[config.mk]
export PLATFORM = sky130hd
export DESIGN_NAME = exec_controller
export DESIGN_NICKNAME = d
export VERILOG_FILES = /design/src/rtl/exec_ctrl_pkg.sv /design/src/rtl/input_debouncer.sv /design/src/rtl/exec_controller.sv
export SDC_FILE = /design/constraint.sdc
export NUM_CORES = 1
export LEC_CHECK = 0
export ABC_AREA = 1
export BUFFER_PORTS_ARGS = -buffer_cell sky130_fd_sc_hd__buf_2
export CAP_MARGIN = 20
export CORE_UTILIZATION = 49
export CTS_CLUSTER_DIAMETER = 30
export CTS_CLUSTER_SIZE = 24
export DETAILED_ROUTE_END_ITERATION = 6
export GPL_TIMING_DRIVEN = 0
export PLACE_DENSITY = 0.71
export SYNTH_ARGS = -nofsm -noshare
export SYNTH_HDL_FRONTEND = slang
export SYNTH_SLANG_ARGS = --single-unit
[constraint.sdc]
create_clock -name clk -period 3.2 [get_ports clk]
set_input_delay 0.16 -clock clk [delete_from_list [all_inputs] [get_ports clk]]
set_output_delay 0.16 -clock clk [all_outputs]
set_load 0.005 [all_outputs]
[src/rtl/exec_ctrl_pkg.sv]
// rtl/exec_ctrl_pkg.sv - shared types and defaults for the run-control stage
package exec_ctrl_pkg;

    // Run-control states; the encoding is also the value presented on mode.
    typedef enum logic [1:0] {
        OFF      = 2'b00,
        RUN      = 2'b01,
        DBG_IDLE = 2'b10,
        DBG_STEP = 2'b11
    } state_t;

    localparam int DEF_N           = 32;
    localparam int DEF_DEB_CYCLES  = 16;
    localparam int DEF_STEP_CYCLES = 1;
    localparam int DEF_SYNC_STAGES = 2;

    // Bits needed to hold the value 0..value inclusive (at least one bit).
    function automatic int cnt_width(input int value);
        if (value < 2) begin
            return 1;
        end
        return $clog2(value + 1);
    endfunction

endpackage

[src/rtl/input_debouncer.sv]
// rtl/input_debouncer.sv - synchronizer plus counter debouncer with rising-edge strobe
module input_debouncer
    import exec_ctrl_pkg::*;
#(
    parameter int SYNC_STAGES = DEF_SYNC_STAGES,
    parameter int DEB_CYCLES  = DEF_DEB_CYCLES
) (
    input  logic clk,
    input  logic rst,
    input  logic async_in,
    output logic level_out,
    output logic rise_pulse
);

    localparam int              CW       = cnt_width(DEB_CYCLES);
    localparam logic [CW-1:0]   DEB_LAST = CW'(DEB_CYCLES - 1);

    logic [SYNC_STAGES-1:0] sync_q;
    logic                   sync_s;
    logic [CW-1:0]          cnt_q, cnt_d;
    logic                   level_q, level_d;
    logic                   rise_q, rise_d;

    assign sync_s     = sync_q[SYNC_STAGES-1];
    assign level_out  = level_q;
    assign rise_pulse = rise_q;

    // Shift the raw pin through the synchronizer chain.
    always_ff @(posedge clk or negedge rst) begin
        if (!rst) begin
            sync_q <= '0;
        end else begin
            sync_q <= {sync_q[SYNC_STAGES-2:0], async_in};
        end
    end

    // Accept a new level only after DEB_CYCLES consecutive differing samples.
    always_comb begin
        cnt_d   = cnt_q;
        level_d = level_q;
        rise_d  = 1'b0;
        if (sync_s == level_q) begin
            cnt_d = '0;
        end else if (cnt_q == DEB_LAST) begin
            cnt_d   = '0;
            level_d = sync_s;
            rise_d  = sync_s;
        end else begin
            cnt_d = cnt_q + 1'b1;
        end
    end

    // Debounce state registers.
    always_ff @(posedge clk or negedge rst) begin
        if (!rst) begin
            cnt_q   <= '0;
            level_q <= 1'b0;
            rise_q  <= 1'b0;
        end else begin
            cnt_q   <= cnt_d;
            level_q <= level_d;
            rise_q  <= rise_d;
        end
    end

endmodule

[src/rtl/exec_controller.sv]
// rtl/exec_controller.sv - run/debug-step controller producing a registered cpu clock-enable
module exec_controller
    import exec_ctrl_pkg::*;
#(
    parameter int N           = DEF_N,
    parameter int DEB_CYCLES  = DEF_DEB_CYCLES,
    parameter int STEP_CYCLES = DEF_STEP_CYCLES,
    parameter int SYNC_STAGES = DEF_SYNC_STAGES
) (
    input  logic         clk,
    input  logic         rst,
    input  logic         pwr,
    input  logic         dbg,
    input  logic         stp,
    output logic         cpu_en,
    output logic         powered,
    output logic [1:0]   mode,
    output logic         step_pulse,
    output logic [N-1:0] cycle_count
);

    localparam int             SCW       = cnt_width(STEP_CYCLES);
    localparam logic [SCW-1:0] STEP_LOAD = SCW'(STEP_CYCLES);

    logic [SYNC_STAGES-1:0] pwr_sync_q;
    logic [SYNC_STAGES-1:0] dbg_sync_q;
    logic                   pwr_s;
    logic                   dbg_s;
    logic                   pwr_prev_q;
    logic                   pwr_fall;

    logic                   stp_level;
    logic                   stp_rise;
    logic                   stp_press;

    state_t                 state_q, state_d;
    logic [SCW-1:0]         step_cnt_q, step_cnt_d;
    logic                   cpu_en_q, cpu_en_d;
    logic                   powered_q, powered_d;
    logic                   step_pulse_q, step_pulse_d;
    logic [N-1:0]           cycle_cnt_q, cycle_cnt_d;

    assign pwr_s    = pwr_sync_q[SYNC_STAGES-1];
    assign dbg_s    = dbg_sync_q[SYNC_STAGES-1];
    // A falling edge needs a genuine prior high sample; reset clears pwr_prev_q.
    assign pwr_fall = pwr_prev_q & ~pwr_s;
    // rise and level update on the same edge, so the AND only confirms the press.
    assign stp_press = stp_rise & stp_level;

    input_debouncer #(
        .SYNC_STAGES (SYNC_STAGES),
        .DEB_CYCLES  (DEB_CYCLES)
    ) u_stp_debouncer (
        .clk        (clk),
        .rst        (rst),
        .async_in   (stp),
        .level_out  (stp_level),
        .rise_pulse (stp_rise)
    );

    // Synchronize the switch inputs and remember the previous pwr sample.
    always_ff @(posedge clk or negedge rst) begin
        if (!rst) begin
            pwr_sync_q <= '0;
            dbg_sync_q <= '0;
            pwr_prev_q <= 1'b0;
        end else begin
            pwr_sync_q <= {pwr_sync_q[SYNC_STAGES-2:0], pwr};
            dbg_sync_q <= {dbg_sync_q[SYNC_STAGES-2:0], dbg};
            pwr_prev_q <= pwr_s;
        end
    end

    // Next-state logic; cpu_en is derived from where the FSM is going next.
    always_comb begin
        state_d      = state_q;
        step_cnt_d   = step_cnt_q;
        step_pulse_d = 1'b0;
        powered_d    = powered_q;
        case (state_q)
            OFF: begin
                if (pwr_fall) begin
                    state_d = dbg_s ? DBG_IDLE : RUN;
                end
            end
            RUN: begin
                if (dbg_s) begin
                    state_d = DBG_IDLE;
                end
            end
            DBG_IDLE: begin
                // Leaving debug takes priority over a coincident press.
                if (!dbg_s) begin
                    state_d = RUN;
                end else if (stp_press) begin
                    state_d      = DBG_STEP;
                    step_cnt_d   = STEP_LOAD;
                    step_pulse_d = 1'b1;
                end
            end
            DBG_STEP: begin
                // The burst length is fixed at entry; dbg is only consulted at the end.
                if (step_cnt_q != '0) begin
                    step_cnt_d = step_cnt_q - 1'b1;
                end else begin
                    state_d = dbg_s ? DBG_IDLE : RUN;
                end
            end
            default: begin
                state_d = OFF;
            end
        endcase
        if (state_d != OFF) begin
            powered_d = 1'b1;
        end
        cpu_en_d    = (state_d == RUN) || ((state_q == DBG_STEP) && (step_cnt_q != '0));
        cycle_cnt_d = cycle_cnt_q + N'(cpu_en_q);
    end

    // State and output registers; reset forces cpu_en low asynchronously.
    always_ff @(posedge clk or negedge rst) begin
        if (!rst) begin
            state_q      <= OFF;
            step_cnt_q   <= '0;
            cpu_en_q     <= 1'b0;
            powered_q    <= 1'b0;
            step_pulse_q <= 1'b0;
            cycle_cnt_q  <= '0;
        end else begin
            state_q      <= state_d;
            step_cnt_q   <= step_cnt_d;
            cpu_en_q     <= cpu_en_d;
            powered_q    <= powered_d;
            step_pulse_q <= step_pulse_d;
            cycle_cnt_q  <= cycle_cnt_d;
        end
    end

    assign cpu_en      = cpu_en_q;
    assign powered     = powered_q;
    assign mode        = state_q;
    assign step_pulse  = step_pulse_q;
    assign cycle_count = cycle_cnt_q;

endmodule

* After elaboration in Yosys (flattened, before gate mapping)
Cells that the tools add are included.
Operators by class: add/sub/neg operators 3, equality and inequality tests 8, multiplexer cells 18, bitwise gates (word level) 4, reductions and logical operators 7
Operators by type and width (number):
- $add A32 B1 Y32 | 1
- $mux W2 | 6
- $mux W5 | 2
- $mux W1 | 8
- $pmux W2 S4 | 1
- $add A5 B1 Y5 const B | 1
- $eq A5 B4 Y1 const B | 1
- $eq A2 B1 Y1 const B | 2
- $eq A2 B2 Y1 const B | 2
- $ne A2 B2 Y1 const B | 2
- $reduce_bool A2 Y1 | 2
- $reduce_and A3 Y1 | 1
- $and A1 B1 Y1 | 2
- $logic_not A2 Y1 | 1
- $not A1 Y1 | 2
- $pmux W1 S2 | 1
- $reduce_and A2 Y1 | 1
- $eq A1 B1 Y1 | 1
- $logic_and A1 B1 Y1 | 1
- $logic_or A1 B1 Y1 | 1
- $sub A1 B1 Y1 const B | 1
Storage, ports and cells: register bits 52, output and inout port bits 37, word-level logic and storage cells 53

* Depth between registers and ports, before layout
Gate-level depths: netlist of the first run.
depth after elaboration 6, depth in mapped cells 9, gate-level depth less buffers 9

* Modules after synthesis
From an unflattened synthesis of the first run, not the netlist that was laid out.
Second synthesis, totals: cells, all modules 307, area total of the unflattened synthesis 2537.4 um^2
Modules (own cells, without submodules):
- exec_controller | instances 1, cells each 269, area an instance 2182.1 um^2
- input_debouncer | instances 1, cells each 38, area an instance 355.3 um^2

* Worst setup path before layout of the first run
No wires, ideal clock.
kind reg-to-reg, start register cpu_en_q, in the netlist cpu_en, end register cycle_cnt_q[18], in the netlist cycle_count[18], arrival time 1.382 ns, data required time 3.083 ns, path slack 1.701 ns, stages on the path, launching flop included 10, period minus slack after synthesis 1.499 ns, path through dfrtp_1 -> ha_1 -> ha_1 -> inv_1 -> nor2_2 -> nand2_2 -> nor2_2 -> nand2_1 -> nand2_1 -> nand2_1
Between the ends: word-level cells in the longest chain between the ends 1
RTL lines:
- from (decl) | RTL line exec_controller.sv:38 | logic cpu_en_q, cpu_en_d;
- from (signal assigned) | RTL line exec_controller.sv:132 | cpu_en_q <= cpu_en_d;
- $add A32 B1 Y32 | RTL line exec_controller.sv:117 | cycle_cnt_d = cycle_cnt_q + N'(cpu_en_q);
- named net cycle_cnt_d[18] | RTL line exec_controller.sv:41 | logic [N-1:0] cycle_cnt_q, cycle_cnt_d;
- to (signal assigned) | RTL line exec_controller.sv:135 | cycle_cnt_q <= cycle_cnt_d;
- to (decl) | RTL line exec_controller.sv:41
The timed path passes the listed nets, and every way through them passes these cells. A chain may end at the register's enable or synchronous reset.

* Worst setup path in the final report of the first run
start register cycle_cnt_q[0], in the netlist cycle_count[0], end register cycle_cnt_q[18], in the netlist cycle_count[18]
Between the ends: word-level cells in the longest chain between the ends 1
RTL lines (RTL line):
- $add A32 B1 Y32 | exec_controller.sv:117
- named net cycle_cnt_d[18] | exec_controller.sv:41
The timed path passes the listed nets, and every way through them passes these cells.

==> results.md, run 1 <==
* Outcome: finished, final reports clean
* Worst Setup SP: cycle_count[0]
* H-tree depth at 2
* Compound-cell area share of the yosys netlist at 0.006609
* Hold path start: u_stp_debouncer.sync_q[0]
* Yosys warns at 0
* Clock sink count at 52
* Grt ovf at 0
* Fmax at 0.5895 GHz
* DRC errors left at 0
* Synth top area cells: dfrtp_1 53%, nand2_1 16%, nor2_1 7.6%
* Synth cell count leaders: 106 x nand2_1, 52 x dfrtp_1, 50 x nor2_1
* RSZ-0062 raised after global routing: false
* Number of synthesized flops with an enable pin at 0
* Crit path time final at 1696 ps
* Syn Nets at 310
* Die Wd at 72.87 um
* HP Class: register to register
* Core area at 4786 um2
* Pwr dens at 443.2 nW/um2
* Hold path depth at 0
* Row cnt at 25
* Xor/xnor share of the synthesized area at 0.06050
* Fillers at 441
* Clock transition at path regs at 100 ps
* Slew Limit Fails at 0
* Avg Cell Area, Syn at 8.149 um2
* DP Wirelength at 3.892 mm
* GPL Wtd Cong at 0.8396
* I/O pins at 42
* Async S/R FF share, synth at 1.000
* Period Utilization, post-route at 0.5301
* Post-synthesis mux area share at 0
* Synth Area in Adders at 0.01525
* Unique masters post-synth at 20
* Syn Inst Count at 302
* Critical Path RT at 3410 ps
* Crit-path max FO at 4
* Global-route wire length before repair at 8.328 mm
* Flops & latches, synth at 52
* Nets at 363
* Syn-to-layout area delta at 17.84%
* Max rail drop VDD at 0.0004757 V
* Iter 0 DRT Violations at 98
* Setup bufs post-CTS at 0
* Worst Skew at 9.743 ps
* Design area at 2900 um2
* Via/cell ratio at 4.688
* Area after DPL at 2770 um2
* Largest net degree at the start of global routing at 29
* Longest Clk Path Bufs at 2
* Synth Cell Area at 2461 um2
* Seq/Total Area, Yosys at 0.5287
* Max Cap Violations at 0
* Wire length per cell at 11.57 um
* Die Area at 5310 um2
* Vias in the first global route at 1,831
* Tightest Pin Transition at 589.5 ps
* Initial Util at 0.5142
* CP startpoint kind: register
* GRT Total Usage at 0.2082
* CTS tree: yes
* Setup TNS at 0 ps
* Worst-case reg-to-reg path depth at 9
* IO buf count at 41
* Routed Antenna Nets at 0
* Final Hold Viols at 0
* Die Height at 72.87 um
* LEAKAGE at 1.418 nW
* Worst relative slew slack at 0.6070
* Clock Tree Root: clkbuf_8
* Number of buffers created by CTS at 5
* Kind of critical path: register to register
* Largest area contributor in the netlist: dfrtp_1
* Reg2Reg Setup Slack at 1500 ps
* Hold Path Sink: u_stp_debouncer.sync_q[1]
* Hold WS at 356.0 ps
* Cell with the most instances after synthesis: nand2_1
* Clk Latency, worst-skew pair at 310 ps
* Final setup violation count at 0
* Post-synth top area share at 0.5287
* Crit path DAT at 1900 ps
* PostCTS Resize Cnt at 0
* Vias at 1,983
* Total Wirelength at 4.894 mm
* 1st-pass router iterations at 4
* Synth Area in Simple Gates at 0.3432
* Antenna violations before repair at 0
* Main synth FF type: dfrtp_1
* CP endpoint kind: register
* Largest family of logic cells by synthesized area: simple AND/OR/NAND/NOR gates
* CTS Hold Buffers Added at 4
* Share of cells above drive strength 1 at 0.1938
* ANT cells at 0
* FF-to-FF End: cycle_count[18]
* RR Startpoint: cycle_count[0]
-- cell type report --
cell class                      instances  area [um2]  share of cell area
Clock buffer                            5       68.82             0.02373
Tap cell                               67       83.83             0.02890
Inverter                               30       112.6             0.03883
Multi-Input combinational cell        220        1047              0.3611
Timing Repair Buffer                   46       265.3             0.09146
Sequential cell                        52        1301              0.4487
Clock inverter                          3       21.27            0.007334
-- per-stage QoR --
| step | utilization | total power, W | setup WS [ps] | instances |
|---|---|---|---|---|
| 6_report | 0.6060 | 0.001285 | 1504 | 423 |
| 5_1_grt | 0.6060 | 0.001344 | 1350 | 423 |
| 4_1_cts | 0.6060 | 0.001299 | 1508 | 423 |
| 3_5_place_dp | 0.5788 | 0.0009175 | 1529 | 411 |
| 3_3_place_gp | 0.5746 | 0.0009042 | 1565 | 410 |
| 2_1_floorplan | - | 0.0008390 | 1701 | 302 |
-- layer usage --
metal	vias up	global-route usage	routed length, um
met3	6	0.04144	213
met5	-	0	0
met4	0	0.05229	57
met1	905	0.2949	2345
li1	1032	-	-
met2	40	0.3302	2277
-- cell usage in the layout (no fill, tap or decap), drive strengths merged --
| cell | instances |
|---|---|
| xnor2 | 7 |
| o21ai | 2 |
| clkbuf | 5 |
| clkinv | 2 |
| nand3b | 3 |
| and2 | 1 |
| nor3b | 1 |
| nand3 | 15 |
| buf | 42 |
| nand2 | 112 |
| dfrtp | 52 |
| a31oi | 1 |
| dlygate4sd3 | 4 |
| nor3 | 3 |
| ha | 3 |
| clkinvlp | 1 |
| xor2 | 10 |
| inv | 30 |
| nor2 | 61 |
| or2 | 1 |
-- worst max-delay path by stage --
stage,endpoint,slack (ps),cells after the start
final,cycle_count[18],1500,9
after floorplan,cycle_count[18],1700,9
after global placement,cycle_count[18],1560,9
after global routing,cycle_count[18],1350,9
after detailed placement,cycle_count[18],1530,9
after CTS,cycle_count[18],1510,9
-- power by group --
| group | internal (W) | total (W) | switching, W |
|---|---|---|---|
| Combinational | 0.0000676 | 0.000149 | 0.0000815 |
| Sequential | 0.000702 | 0.000756 | 0.0000543 |
| Clock | 0.000156 | 0.000380 | 0.000224 |
| Total | 0.000925 | 0.00129 | 0.000360 |
-- cell families (layout without fill, tap and decap cells) --
logic type / Yosys count / count (layout)
and+or+nand+nor: 197 / 197
DFF: 52 / 52
buffers and inverters: 30 / 84
xor gates and xnor gates: 17 / 17
adders and majority gates: 3 / 3
AOI/OAI and AO/OA: 3 / 3
-- critical path: stages (launching register included) --
cell and delay (ps):
dfrtp_1 360, ha_1 230, ha_1 270, inv_1 100
nor2_2 170, nand2_2 120, nor2_2 160, nand2_1 70
nand2_1 60, nand2_1 40
-- registers in the layout, indices dropped and copies added, names as in the netlist --
signal	flops
cpu_en	1
cycle_count	32
dbg_sync_q	2
mode	2
powered	1
pwr_prev_q	1
pwr_sync_q	2
step_cnt_q	1
step_pulse	1
u_stp_debouncer.cnt_q	5
u_stp_debouncer.level_out	1
u_stp_debouncer.rise_pulse	1
u_stp_debouncer.sync_q	2
Note: power is estimated with default switching activity, not from simulation.
==> run 2: changes to the inputs <==
==> constraint.sdc (replaced) <==
create_clock -name clk -period 1.7 [get_ports clk]
set_input_delay 0.085 -clock clk [delete_from_list [all_inputs] [get_ports clk]]
set_output_delay 0.085 -clock clk [all_outputs]
set_load 0.005 [all_outputs]
==> run 2 against run 1 <==
Wire length is 1.9% higher. Final cell count rose by 0.24%. Combinational power is 97% higher. Via count increased by 0.30%. Sequential share of layout area fell by 0.42 points. Design area rose by 0.95%. Fmax rose by 10%. First-iteration DRC count grew 40%. Hold slack got worse by 63 ps. Global-route usage unchanged. Critical path depth did not move. Highest routed layer unchanged.
==> results.md, run 2 (synthesized netlist as in run 1, its figures left out) <==
* Outcome: finished, final reports clean
* DP Wirelength at 3.892 mm
* IO buf count at 41
* DRC errors left at 0
* Pwr dens at 833.4 nW/um2
* Top cell by count, worst path: nand2_1
* Critical Path RT at 1910 ps
* Final Hold Viols at 0
* Iter 0 DRT Violations at 137
* Worst slack, placed at 29.23 ps
* 1st-pass router iterations at 4
* Commonest non-fill, non-tap cell in the layout: nand2_1
* Max rail drop VDD at 0.0008912 V
* GPL Wtd Cong at 0.8396
* Longest Clk Path Bufs at 2
* Worst relative slew slack at 0.6085
* Die Wd at 72.87 um
* Max Cap Violations at 0
* Clk Latency, worst-skew pair at 310 ps
* Grt ovf at 0
* Wire length per cell at 11.76 um
* Worst Skew at 6.632 ps
* CP startpoint kind: register
* Largest net degree at the start of global routing at 29
* Routed Antenna Nets at 0
* Total Wirelength at 4.985 mm
* Clock sink count at 52
* Top Layer Used: met4
* H-tree depth at 2
* Setup TNS at 0 ps
* Core area at 4786 um2
* Clock transition at path regs at 100 ps
* CP endpoint kind: register
* Final WS setup at 159.1 ps
* Met3 wire length at 162 um
* Via/cell ratio at 4.691
* Share of cells above drive strength 1 at 0.2017
* Antenna violations before repair at 0
* Vias at 1,989
* Row cnt at 25
* Vias in the first global route at 1,831
* Period Utilization, post-route at 0.9064
* Kind of critical path: register to register
* Die Height at 72.87 um
* CP Cell Sequence: ha_2 > ha_4 > inv_1 > nor2_2 > nand2_2 > nor2_4 > nand2_1 > nand2_1 > nand2_1
* Family with the most delay on the worst path: simple AND/OR/NAND/NOR gates
* Tightest Pin Transition at 587.2 ps
* CP peak stage delay at 370 ps
* CTS tree: yes
* ANT cells at 0
* Finished Core Util at 0.6118
* Slowest-stage cell, CP: dfrtp_1
* Nets at 364
* LEAKAGE at 1.420 nW
* Met2 WL at 2.354 mm
* RSZ-0062 raised after global routing: false
* Initial Util at 0.5142
* Met1 wire length at 2.411 mm
* Crit-path max FO at 4
* HP Class: input pin to async pin
* Largest register FFs at 32
* Syn-to-layout area delta at 18.96%
* Crit path time final at 1541 ps
* Fmax at 0.6490 GHz
* Global-route wire length before repair at 8.328 mm
* Slew Limit Fails at 0
* CP Buf/Inv Count at 1
* Clock Tree Root: clkbuf_8
* GRT Total Usage at 0.2082
* Crit path DAT at 1750 ps
* Number of buffers created by CTS at 5
* Final setup violation count at 0
* Die Area at 5310 um2
* I/O pins at 42
* Most frequent cells in the layout: 106 x nand2_1, 52 x dfrtp_1, 50 x nor2_1
-- run 2: per-layer routing --
metal / vias to the layer above / GRT usage
li1: 1031 / -
met1: 916 / 0.2949
met2: 36 / 0.3302
met3: 6 / 0.04144
met4: 0 / 0.05229
met5: - / 0
-- run 2: cell type report --
class | instances | area [um2]
fillers | 432 | 1858
flip-flops and latches | 52 | 1301
multi-input cells | 220 | 1067
repair buffers | 47 | 272.8
inverters | 30 | 112.6
well taps | 67 | 83.83
clock buffers | 5 | 68.82
clock inverters | 3 | 21.27
-- run 2: stage by stage --
step | instances | hold slack [ps] | area, um2 | power [W]
finish | 424 | 293.0 | 2928 | 0.002440
global route | 424 | 340.2 | 2928 | 0.002553
CTS | 423 | 316.7 | 2900 | 0.002444
detailed placement | 411 | 124.1 | 2770 | 0.001727
global placement | 410 | 192.8 | 2750 | 0.001702
floorplan | 302 | -210.6 | 2461 | 0.001579
-- run 2: path summary, 6_finish.rpt --
kind	startpoint	end	slack, ps	cells past startpoint
setup / recovery	cycle_count[0]	cycle_count[18]	160	9
hold / removal	rst	dbg_sync_q[0]	290	2
setup reg to reg	cycle_count[0]	cycle_count[18]	160	9
hold reg to reg	u_stp_debouncer.sync_q[0]	u_stp_debouncer.sync_q[1]	360	0
max in group asynchronous	rst	cycle_count[17]	860	3
min in group clk	u_stp_debouncer.sync_q[0]	u_stp_debouncer.sync_q[1]	360	0
-- run 2: power breakdown --
group          leakage [nW]  switching [W]  internal, W
Combinational         0.686       0.000157     0.000138
Sequential            0.689       0.000110      0.00132
Clock                0.0445       0.000422     0.000293
-- run 2: repair_timing --
item | in CTS | in global routing
setup buffers | 0 | 1
endpoints found under the hold margin | 27 | 0
endpoints found under the setup margin | 0 | 4
gates resized for setup | 0 | 4
hold buffers | 4 | 0
==> run 3: changes to the inputs <==
--- a/config.mk
+++ b/config.mk
@@ -14,6 +14,7 @@
 export DETAILED_ROUTE_END_ITERATION = 6
 export GPL_TIMING_DRIVEN = 0
 export PLACE_DENSITY = 0.71
+export RECOVER_POWER = 100
 export SYNTH_ARGS = -nofsm -noshare
 export SYNTH_HDL_FRONTEND = slang
 export SYNTH_SLANG_ARGS = --single-unit
==> run 3 against run 2 <==
Register-to-register slack hardly changed. Fmax is 0.48% lower. Flip-flop and latch count stayed put. Critical path type unchanged. Critical endpoint unchanged. Largest cell class unchanged.
==> results.md, run 3 (synthesized netlist as in run 1, its figures left out) <==
* Vias at 1,988
* Final setup violation count at 0
* Routed Antenna Nets at 0
* Max Cap Violations at 0
* RSZ-0062 raised after global routing: false
* Die Height at 72.87 um
* Nets at 364
* Die Wd at 72.87 um
* DP Wirelength at 3.892 mm
* Fillers at 444
* Crit path DAT at 1760 ps
* Top cell by count, worst path: nand2_1
* IO buf count at 41
* Fmax at 0.6459 GHz
* CP startpoint kind: register
* Worst slack, placed at 29.23 ps
* Crit path time final at 1548 ps
* Kind of critical path: register to register
* Via/cell ratio at 4.689
* Comb pwr share at 0.113
* Flop pwr share at 0.591
* HP Class: input pin to async pin
* Tightest Pin Transition at 660.5 ps
* Most frequent cells in the layout: 108 x nand2_1, 54 x nor2_1, 52 x dfrtp_1
* Int Pwr at 0.001741 W
* Final WS setup at 151.7 ps
* Outcome: finished, final reports clean
* CP Cell Sequence: ha_2 > ha_4 > inv_1 > nor2_2 > nand2_2 > nor2_2 > nand2_1 > nand2_1 > nand2_1
* Clock power frac at 0.296
* CP peak stage delay at 370 ps
* Iter 0 DRT Violations at 139
* Share of cells above drive strength 1 at 0.1429
* Critical Path RT at 1910 ps
* Antenna violations before repair at 0
* Commonest non-fill, non-tap cell in the layout: nand2_1
* Max rail drop VDD at 0.0008883 V
* Global-route wire length before repair at 8.328 mm
* Worst relative slew slack at 0.5596
* Longest Clk Path Bufs at 2
* H-tree depth at 2
* Sw frac at 0.2773
* ANT cells at 0
* Wire length per cell at 11.82 um
* Clock transition at path regs at 100 ps
* Clock sink count at 52
* Clock Tree Root: clkbuf_8
* Pwr dens at 840.7 nW/um2
* Final Hold Viols at 0
* Slew Limit Fails at 0
* Setup TNS at 0 ps
* Slowest-stage cell, CP: dfrtp_1
* Worst Skew at 8.053 ps
* Area after DPL at 2770 um2
* Row cnt at 25
* GRT Total Usage at 0.2082
* Largest net degree at the start of global routing at 29
* Period Utilization, post-route at 0.9108
* Clk Latency, worst-skew pair at 310 ps
* Largest register FFs at 32
* P_sw at 0.0006679 W
* CTS tree: yes
* Grt ovf at 0
* DRC errors left at 0
* Vias in the first global route at 1,831
* Number of buffers created by CTS at 5
* Design area at 2865 um2
* Total Wirelength at 5.012 mm
* Core area at 4786 um2
* I/O pins at 42
* CP endpoint kind: register
* LEAKAGE at 1.352 nW
* Die Area at 5310 um2
* GPL Wtd Cong at 0.8396
* Syn-to-layout area delta at 16.42%
* Design Power at 0.002409 W
* Crit-path max FO at 4
* Initial Util at 0.5142
* 1st-pass router iterations at 4
[run 3: changes by cell type in the layout (fill, tap and decap cells not counted), moves of 2 or more]
cell	previous run	this run
clkbuf_1	0	14
nand2_1	106	108
nor2_1	50	54
nor2_2	7	5
nor2_4	4	2
buf_2	41	26
clkbuf_2	0	2
nand2_2	6	4
[run 3: area by class of cell]
class / instances / area (um2) / area share
clock buffers: 5 / 68.82 / 0.02402
clock inverters: 3 / 21.27 / 0.007424
inverters: 30 / 112.6 / 0.03930
multi-input cells: 220 / 1037 / 0.3620
flip-flops and latches: 52 / 1301 / 0.4541
well taps: 67 / 83.83 / 0.02926
repair buffers: 47 / 240.2 / 0.08384
[run 3: worst paths after layout]
path,startpoint,to,slack (ps),cells after the start
min in group clk,u_stp_debouncer.sync_q[0],u_stp_debouncer.sync_q[1],360,0
worst max register to register,cpu_en,cycle_count[18],150,9
worst max-delay path,cpu_en,cycle_count[18],150,9
max in group asynchronous,rst,cycle_count[17],330,3
worst min-delay path,rst,dbg_sync_q[0],300,2
worst min register to register,u_stp_debouncer.sync_q[0],u_stp_debouncer.sync_q[1],360,0
[run 3: power groups by stage]
stage	Sequential (W)	Combinational [W]	Clock, W
2_1_floorplan	0.00144	0.000138	0
3_3_place_gp	0.00144	0.000262	0
3_5_place_dp	0.00145	0.000279	0
4_1_cts	0.00142	0.000288	0.000732
5_1_grt	0.00144	0.000305	0.000781
6_report	0.00142	0.000272	0.000713
[run 3: timing repair]
item	4_1_cts	5_1_grt
hold buffers	4	0
setup buffers	0	1
resized for setup	0	4
hold endpoints to repair	27	0
endpoints found under the setup margin	0	4
[run 3: per-layer routing]
| layer | part of all wire | track usage |
|---|---|---|
| met2 | 0.47 | 0.3302 |
| met5 | 0 | 0 |
| met3 | 0.028 | 0.04144 |
| met4 | 0.011 | 0.05229 |
| met1 | 0.49 | 0.2949 |
[run 3: worst max-delay path, delay by kind of cell (launching register included)]
kind	cells	cell delay, ps
adders and majority gates	2	390
buffers and inverters	1	60
DFF	1	370
and+or+nand+nor	6	620
[run 3: through the flow]
stage	std cells	utilization	hold slack, ps
4_1_cts	423	0.6060	316.7
2_1_floorplan	302	-	-210.6
3_3_place_gp	410	0.5746	192.8
6_report	424	0.5987	299.6
5_1_grt	424	0.5987	354.1
3_5_place_dp	411	0.5788	124.1
